File: config.mk
export PLATFORM = sky130hd
export DESIGN_NAME = layer_seq_ctrl
export DESIGN_NICKNAME = d
export VERILOG_FILES = /design/src/rtl/layer_seq_ctrl.sv
export SDC_FILE = /design/constraint.sdc
export NUM_CORES = 1
export LEC_CHECK = 0
export ABC_CLOCK_PERIOD_IN_PS = 12900
export BUFFER_PORTS_ARGS = -buffer_cell sky130_fd_sc_hd__buf_4
export CAP_MARGIN = 20
export CORE_ASPECT_RATIO = 1.5
export CORE_MARGIN = 10
export CORE_UTILIZATION = 60
export CTS_CLUSTER_DIAMETER = 40
export CTS_CLUSTER_SIZE = 40
export DETAILED_ROUTE_END_ITERATION = 7
export GPL_TIMING_DRIVEN = 0
export PLACE_DENSITY = 0.79
export SKIP_LAST_GASP = 1
export SLEW_MARGIN = 5
export SYNTH_ARGS = -nofsm -noshare
export SYNTH_HDL_FRONTEND = slang
export SYNTH_SLANG_ARGS = --single-unit
File: constraint.sdc
create_clock -name clk -period 12.9 [get_ports clk]
set_input_delay 1.29 -clock clk [delete_from_list [all_inputs] [get_ports clk]]
set_output_delay 1.29 -clock clk [all_outputs]
set_load 0.1 [all_outputs]
File: src/rtl/layer_seq_ctrl.sv
// Layer scheduler: walks a host-written descriptor table, one LOAD/RUN/GAP pass per layer.
// Optional watchdog on RUN enabled by defining LAYER_TIMEOUT_EN.
module layer_seq_ctrl #(
  parameter int DEPTH   = 8,
  parameter int IDX_W   = 3,
  parameter int GAP_CYC = 4,
  parameter int DESC_W  = 109
) (
  input  logic              clk,
  input  logic              rst_n,
  input  logic              cfg_we,
  input  logic [IDX_W-1:0]  cfg_idx,
  input  logic [DESC_W-1:0] cfg_data,
  output logic              cfg_err,
  input  logic              start,
  input  logic [IDX_W:0]    num_layers,
  input  logic              abort,
  input  logic              layer_done,
  output logic              busy,
  output logic              done,
  output logic              aborted,
  output logic              timeout,
  output logic [IDX_W-1:0]  layer_idx,
  output logic              run,
  output logic              backprop,
  output logic              deltaw,
  output logic              enbias,
  output logic              last,
  output logic [3:0]        dd,
  output logic [3:0]        id,
  output logic [3:0]        od,
  output logic [9:0]        is,
  output logic [9:0]        os,
  output logic [9:0]        fs,
  output logic [9:0]        ks,
  output logic [4:0]        ih,
  output logic [4:0]        iw,
  output logic [4:0]        oh,
  output logic [4:0]        ow,
  output logic [4:0]        kh,
  output logic [4:0]        kw,
  output logic [11:0]       ss,
  output logic [11:0]       ds
);

  typedef struct packed {
    logic        backprop;
    logic        deltaw;
    logic        enbias;
    logic [3:0]  dd;
    logic [3:0]  id;
    logic [9:0]  is_f;
    logic [4:0]  ih;
    logic [4:0]  iw;
    logic [3:0]  od;
    logic [9:0]  os;
    logic [4:0]  oh;
    logic [4:0]  ow;
    logic [9:0]  fs;
    logic [9:0]  ks;
    logic [4:0]  kh;
    logic [4:0]  kw;
    logic [11:0] ss;
    logic [11:0] ds;
  } desc_t;

  typedef enum logic [2:0] {S_IDLE, S_LOAD, S_RUN, S_GAP, S_FIN} state_t;

  state_t           state_q, state_d;
  logic [IDX_W-1:0] idx_q, idx_d;
  logic [IDX_W:0]   num_q, num_d;
  logic [7:0]       gap_q, gap_d;
  logic             abrt_q, abrt_d;
  logic             tmo_q, tmo_d;
  logic             run_q, run_d;
  logic             last_q;
  logic             cfg_err_q;
  logic             load_en;
  logic             busy_w;
  logic             wd_hit;
  desc_t            desc_q;
  desc_t            mem [DEPTH];

  assign busy_w = (state_q == S_LOAD) || (state_q == S_RUN) || (state_q == S_GAP);

  // Writes are only accepted between jobs so a running job never sees a torn table.
  always_ff @(posedge clk) begin
    if (cfg_we && !busy_w) mem[cfg_idx] <= cfg_data;
  end

`ifdef LAYER_TIMEOUT_EN
  logic [23:0] wd_q, wd_d;
  always_comb begin
    wd_d = wd_q;
    if (load_en) wd_d = '0;
    else if (state_q == S_RUN && wd_q != '1) wd_d = wd_q + 24'd1;
  end
  always_ff @(posedge clk or negedge rst_n) begin
    if (!rst_n) wd_q <= '0;
    else        wd_q <= wd_d;
  end
  assign wd_hit = (state_q == S_RUN) && (wd_q == '1);
`else
  assign wd_hit = 1'b0;
`endif

  always_ff @(posedge clk or negedge rst_n) begin
    if (!rst_n) begin
      state_q <= S_IDLE;
      idx_q   <= '0;
      num_q   <= '0;
      gap_q   <= '0;
      abrt_q  <= 1'b0;
      tmo_q   <= 1'b0;
    end else begin
      state_q <= state_d;
      idx_q   <= idx_d;
      num_q   <= num_d;
      gap_q   <= gap_d;
      abrt_q  <= abrt_d;
      tmo_q   <= tmo_d;
    end
  end

  always_comb begin
    state_d = state_q;
    idx_d   = idx_q;
    num_d   = num_q;
    gap_d   = gap_q;
    abrt_d  = abrt_q;
    tmo_d   = tmo_q;
    load_en = 1'b0;
    case (state_q)
      S_IDLE: begin
        if (start) begin
          num_d   = num_layers;
          idx_d   = '0;
          abrt_d  = 1'b0;
          tmo_d   = 1'b0;
          state_d = (num_layers == '0) ? S_FIN : S_LOAD;
        end
      end
      S_LOAD: begin
        load_en = 1'b1;
        state_d = S_RUN;
      end
      S_RUN: begin
        // The first RUN cycle is a setup cycle with run still low; done is only honoured once run is up.
        if (run_q && layer_done) begin
          state_d = S_GAP;
          gap_d   = '0;
        end else if (wd_hit) begin
          state_d = S_FIN;
          abrt_d  = 1'b1;
          tmo_d   = 1'b1;
        end
      end
      S_GAP: begin
        if (gap_q == 8'(GAP_CYC - 1)) begin
          if (last_q) begin
            state_d = S_FIN;
          end else begin
            idx_d   = idx_q + 1'b1;
            state_d = S_LOAD;
          end
        end else begin
          gap_d = gap_q + 8'd1;
        end
      end
      S_FIN:   state_d = S_IDLE;
      default: state_d = S_IDLE;
    endcase
    if (busy_w && abort) begin
      state_d = S_FIN;
      abrt_d  = 1'b1;
    end
  end

  assign run_d = (state_q == S_RUN) && (state_d == S_RUN);

  always_ff @(posedge clk or negedge rst_n) begin
    if (!rst_n) begin
      desc_q    <= '0;
      last_q    <= 1'b0;
      run_q     <= 1'b0;
      cfg_err_q <= 1'b0;
    end else begin
      run_q     <= run_d;
      cfg_err_q <= cfg_we && busy_w;
      if (load_en) begin
        desc_q <= mem[idx_q];
        last_q <= ({1'b0, idx_q} == (num_q - 1'b1));
      end
      // Later assignments win: an abort during LOAD still leaves the strobes cleared.
      if (state_d == S_FIN) begin
        desc_q.backprop <= 1'b0;
        desc_q.deltaw   <= 1'b0;
        desc_q.enbias   <= 1'b0;
        last_q          <= 1'b0;
      end
    end
  end

  assign cfg_err   = cfg_err_q;
  assign busy      = busy_w;
  assign done      = (state_q == S_FIN);
  assign aborted   = done && abrt_q;
  assign timeout   = done && tmo_q;
  assign layer_idx = idx_q;
  assign run       = run_q;
  assign last      = last_q;
  assign backprop  = desc_q.backprop;
  assign deltaw    = desc_q.deltaw;
  assign enbias    = desc_q.enbias;
  assign dd        = desc_q.dd;
  assign id        = desc_q.id;
  assign is        = desc_q.is_f;
  assign ih        = desc_q.ih;
  assign iw        = desc_q.iw;
  assign od        = desc_q.od;
  assign os        = desc_q.os;
  assign oh        = desc_q.oh;
  assign ow        = desc_q.ow;
  assign fs        = desc_q.fs;
  assign ks        = desc_q.ks;
  assign kh        = desc_q.kh;
  assign kw        = desc_q.kw;
  assign ss        = desc_q.ss;
  assign ds        = desc_q.ds;

endmodule
* Yosys cells after proc, flatten, opt, wreduce, memory -nomap -nowiden
Memory sizes are Yosys's and may differ from the RTL's.
Cells that the tools add are included.
** Cells by class
- Add/sub/neg operators :: 3
- Equality and inequality tests :: 13
- Mux-type cells :: 24
- Reductions and logical operators :: 20
** Operator list (number)
- $mux W109 :: 1
- $mux W3 :: 10
- $mux W8 :: 2
- $pmux W8 S2 :: 1
- $pmux W3 S4 :: 1
- $reduce_bool A2 Y1 :: 5
- $eq A3 B2 Y1 const B :: 3
- $add A8 B1 Y8 const B :: 1
- $eq A8 B2 Y1 const B :: 1
- $mux W1 :: 8
- $eq A3 B3 Y1 const B :: 2
- $logic_and A1 B1 Y1 :: 6
- $ne A2 B2 Y1 const B :: 3
- $pmux W3 S2 :: 1
- $eq A3 B4 Y1 :: 1
- $logic_not A4 Y1 :: 1
- $ne A2 B1 Y1 const B :: 2
- $reduce_and A2 Y1 :: 2
- $reduce_and A4 Y1 :: 1
- $sub A4 B1 Y4 const B :: 1
- $add A3 B1 Y3 const B :: 1
- $eq A3 B1 Y1 const B :: 1
- $logic_not A3 Y1 :: 1
- $reduce_and A3 Y1 :: 1
- other kinds (2) :: 3
** Storage, ports and cells
- Bits in registers :: 131
- Bits in writable memories :: 872
- Word-level logic and storage cells :: 87
- Memories :: 1
** Memories
- mem :: words 8, bits a word 109, rd ports 1, clocked after Yosys merged registers in 0, wr ports 1, line 82 : desc_t mem [DEPTH];

* Logic depth before layout (Yosys ltp)
- Word-level depth :: 7
- Mapped depth :: 8

* Worst setup path before layout
Ideal clock, no wire load.
- Path kind :: in2reg
- Start point :: input port cfg_idx[0]
- End point :: memory mem[0][0] (netlist name) (enable)
- Data arrival time :: 8.873 ns
- Required time :: 12.188 ns
- Path slack :: 3.315 ns
- Stages :: 2
- Buffers on the path :: 0
- Path through :: nand3b_1 -> nor3_1
** RTL lines
- start, declared :: line 12 : input logic [IDX_W-1:0] cfg_idx,
- end, declared :: line 82
Straight into the memory's write port.

* Final worst setup path
- Start point :: register state_q[0]
- End point :: memory mem[1][72] (netlist name) (enable)
** On the way
- Longest elaborated chain between the ends :: 7
** RTL lines
- start, declared :: line 69 : state_t state_q, state_d;
- start signal, assigned :: line 116 : state_q <= state_d;
- $eq A3 B1 Y1 / $eq A3 B2 Y1 (equally long branches) :: line 84 : assign busy_w = (state_q == S_LOAD) || (state_q == S_RUN) || (state_q == S_GAP);
- $logic_or A1 B1 Y1 :: line 84
- $logic_or A1 B1 Y1 (*) :: line 84
- $logic_not A1 Y1 (*) :: line 88 : if (cfg_we && !busy_w) mem[cfg_idx] <= cfg_data;
- $logic_and A1 B1 Y1 (*) :: line 88
- $mux W1 (*) :: line 88
- $mux W1 (not written as such) (*) :: line 88
Mark *: on every way between the ends. The rest lies on a longest branch, timed or not.

==> reports/metrics.yaml <==
run:
  drv_cap: 0
cells_and_area:
  fillCellCount: 3600
  area_growth_syn_to_layout_pct: 17.2
  final_core_util_pct: 71.0
  mostFrequentLayoutCells: "872 x edfxtp_1, 265 x buf_4, 218 x mux4_2, 131 x dfrtp_1, 115 x nand2_1"
  multi_input_area_sq_um: 7700
  final_nets: 2247
  layout_commonest_cell: "edfxtp_1"
  drive_above_1_share_pct: 33.7
  final-seq-area_sq_um: 29500
critical_path:
  r2r_cells: 9
  endpoint: "mem[1][72]$_DFFE_PP_"
  reg2reg_slack_ns: 9.41
  r2r-start: "state_q[0]$_DFF_PN0_"
  r2r-end: "mem[1][72]$_DFFE_PP_"
  cp_max_fo: 10
  worstPathRequired_ns: 13.23
  startpoint: "state_q[0]$_DFF_PN0_"
  critPathKind: "reg2reg"
  start_kind: "flip-flop"
  endpoint_kind: "flip-flop"
  cp.arrival_ns: 3.82
clocking:
  clkLatencyLatePin_ns: 0.65
  cts_buffers: 76
  cts_tree: "done"
  clkSlewWorstSetupHoldPaths_ns: 0.07
  clkSinkCount: 1003
  htreeDepth: 3
  ctsHoldBuffers: 0
  cts_resized: 0
  cts-root-buf: "clkbuf_16"
  clockBufferDepth: 3
  post_cts_buffers: 0
synthesis:
  synth-edff-count: 872
  synth_cell_types: 46
  syn_nets: 1869
  avgSynthCellArea_sq_um: 21.7
  ys_seq_area_share_pct: 78.0
  async_reset_ff_share_pct: 13.1
  synth_flop_cell: "edfxtp_1"
  yosysWarningCount: 0
  syn-instance-count: 1744
  netlist_area_sq_um: 37800
  ys_ff_latch: 1003
floorplanning:
  initial_core_util_pct: 60.6
  die_h_microns: 327
  ios: 241
  dieArea_sq_um: 73600
  coreArea_sq_um: 62400
  fp.dieW_microns: 225
  placementRows: 112
route:
  vias: 18576
  viasPerCell: 6.21
  post-route-drc-count: 0
  first_iter_violations: 2122
  antenna_left: 0
  wl_per_cell_microns: 29.1
  wl_mm: 87.0
  first_pass_iters: 5
sta:
  setup_viol: 0
  fmaxAchievable_mhz: 286
  worst_pin_slew_ns: 1.08
  skew_ns: 0.0227
  final.period_utilization_pct: 27.1
  maxSlewHeadroom_pct: 28.1
  fin_hold_ws_ns: 0.486
  fin_tns_setup_ns: 0
  grt_setup_unrepaired: "no"
  drv_slew: 0
  finalHoldViolations: 0
  fin_crit_ns: 3.49
place:
  detailed_place_hpwl_mm: 56.7
  gp_congestion: 0.763
  port-buffer-count: 239
status:
  outcome: "finished, final reports clean"
power:
  p_leak_uw: 0.0148
  p_per_area_nw_per_um2: 203
  irDropWorstVdd_uv: 213
global_routing:
  grt_max_degree: 97
  grt-ovfl-total: 0
  antenna_found_initial: 14
  grt_usage_pct: 24.1
  grt_pass1_vias: 19731
  grt_first_pass_wirelength_mm: 130
min_path:
  min_path_type: "reg2reg"
[flip-flops by register name, summed over array words and instances (netlist names), 5 cells and up]
| name | count |
|---|---|
| os | 10 |
| oh | 5 |
| ih | 5 |
| ds | 12 |
| kh | 5 |
| gap_q | 8 |
| iw | 5 |
| ks | 10 |
| mem | 872 |
| ow | 5 |
| kw | 5 |
| fs | 10 |
| is | 10 |
| ss | 12 |
[logic make-up (layout without fill, tap and decap cells)]
group / count (synthesis) / after routing / synth area share, %
flops: 1003 / 1003 / 78.0
fa+ha+maj: 3 / 3 / 0.0994
compound gates: 125 / 125 / 1.77
buf+inv: 99 / 541 / 1.74
xor+xnor: 12 / 12 / 0.278
simple gates: 171 / 171 / 2.10
mux: 330 / 330 / 16.0
other cells: 1 / 8 / 0.00993
[power by group]
| part | total, uW | switching [uW] | internal (uW) |
|---|---|---|---|
| Sequential | 4000 | 168 | 3830 |
| Clock | 2500 | 1180 | 1310 |
| Combinational | 2480 | 1870 | 617 |
| Total | 8980 | 3220 | 5760 |
[critical path, stage by stage, from the launching register on]
cell and delay (ns):
dfrtp_1 0.37, buf_4 0.17, o21bai_1 0.27, nand3_1 0.36, nor3_2 0.74, buf_6 0.25, buf_4 0.23, buf_4 0.25
buf_4 0.26, buf_4 0.26
[Yosys cell counts (3+ instances only)]
cell	number	area share [%]
edfxtp_1	872	69
mux4_2	218	13
dfrtp_1	131	8.7
nand2_1	115	1.1
mux2i_1	109	2.9
o21ai_1	106	1.4
buf_6	28	0.83
buf_2	26	0.34
clkbuf_1	25	0.25
nor2_1	18	0.18
buf_4	10	0.20
xnor2_1	8	0.19
inv_1	6	0.060
nand2b_1	5	0.083
nand4_1	5	0.083
o21ai_0	5	0.066
a211oi_1	4	0.080
clkbuf_2	4	0.053
nor3b_1	4	0.080
xor2_1	4	0.093
and2_1	3	0.050
ha_1	3	0.099
mux2_2	3	0.089
nand3_1	3	0.040
nor3_1	3	0.040
[layout make-up]
type	instances	share of cell area, %
buffer	93	1.43
sequential	1003	66.6
clock inverter	51	1.38
antenna	7	0.0396
multi-input combinational	642	17.4
timing repair buffer	300	6.17
tap	798	2.26
inverter	6	0.0509
clock buffer	91	4.71
[metrics by stage]
step	cell area, sq um	worst slack, ns	power (uW)	cells
floorplan	37800	3.32	5880	1744
global placement	40600	-4.71	6510	2781
detailed placement	41500	8.95	6560	2841
CTS	44200	9.42	9030	2983
global route	44300	9.26	9270	2990
finish	44300	9.41	8980	2991
[routing by layer]
metal	track usage [%]	wire length, microns	part of all wire (%)
met2	42.4	46900	54
met5	0	72	0.083
met4	8.91	2410	2.8
met1	29.4	31200	36
met3	4.51	6450	7.4
[worst min-delay path by stage]
stage | from | to | slack (ns) | cells past startpoint
floorplan | num_q[3]$_DFFE_PN0P_ | num_q[3]$_DFFE_PN0P_ | 0.50 | 1
global placement | id[1]$_DFFE_PN0P_ | id[1]$_DFFE_PN0P_ | 0.47 | 2
detailed placement | ss[4]$_DFFE_PN0P_ | ss[4]$_DFFE_PN0P_ | 0.48 | 2
CTS | ds[2]$_DFFE_PN0P_ | ds[2]$_DFFE_PN0P_ | 0.49 | 2
global route | ds[1]$_DFFE_PN0P_ | ds[1]$_DFFE_PN0P_ | 0.51 | 2
finish | ds[2]$_DFFE_PN0P_ | ds[2]$_DFFE_PN0P_ | 0.49 | 2
Note: power is estimated with default switching activity, not from simulation.
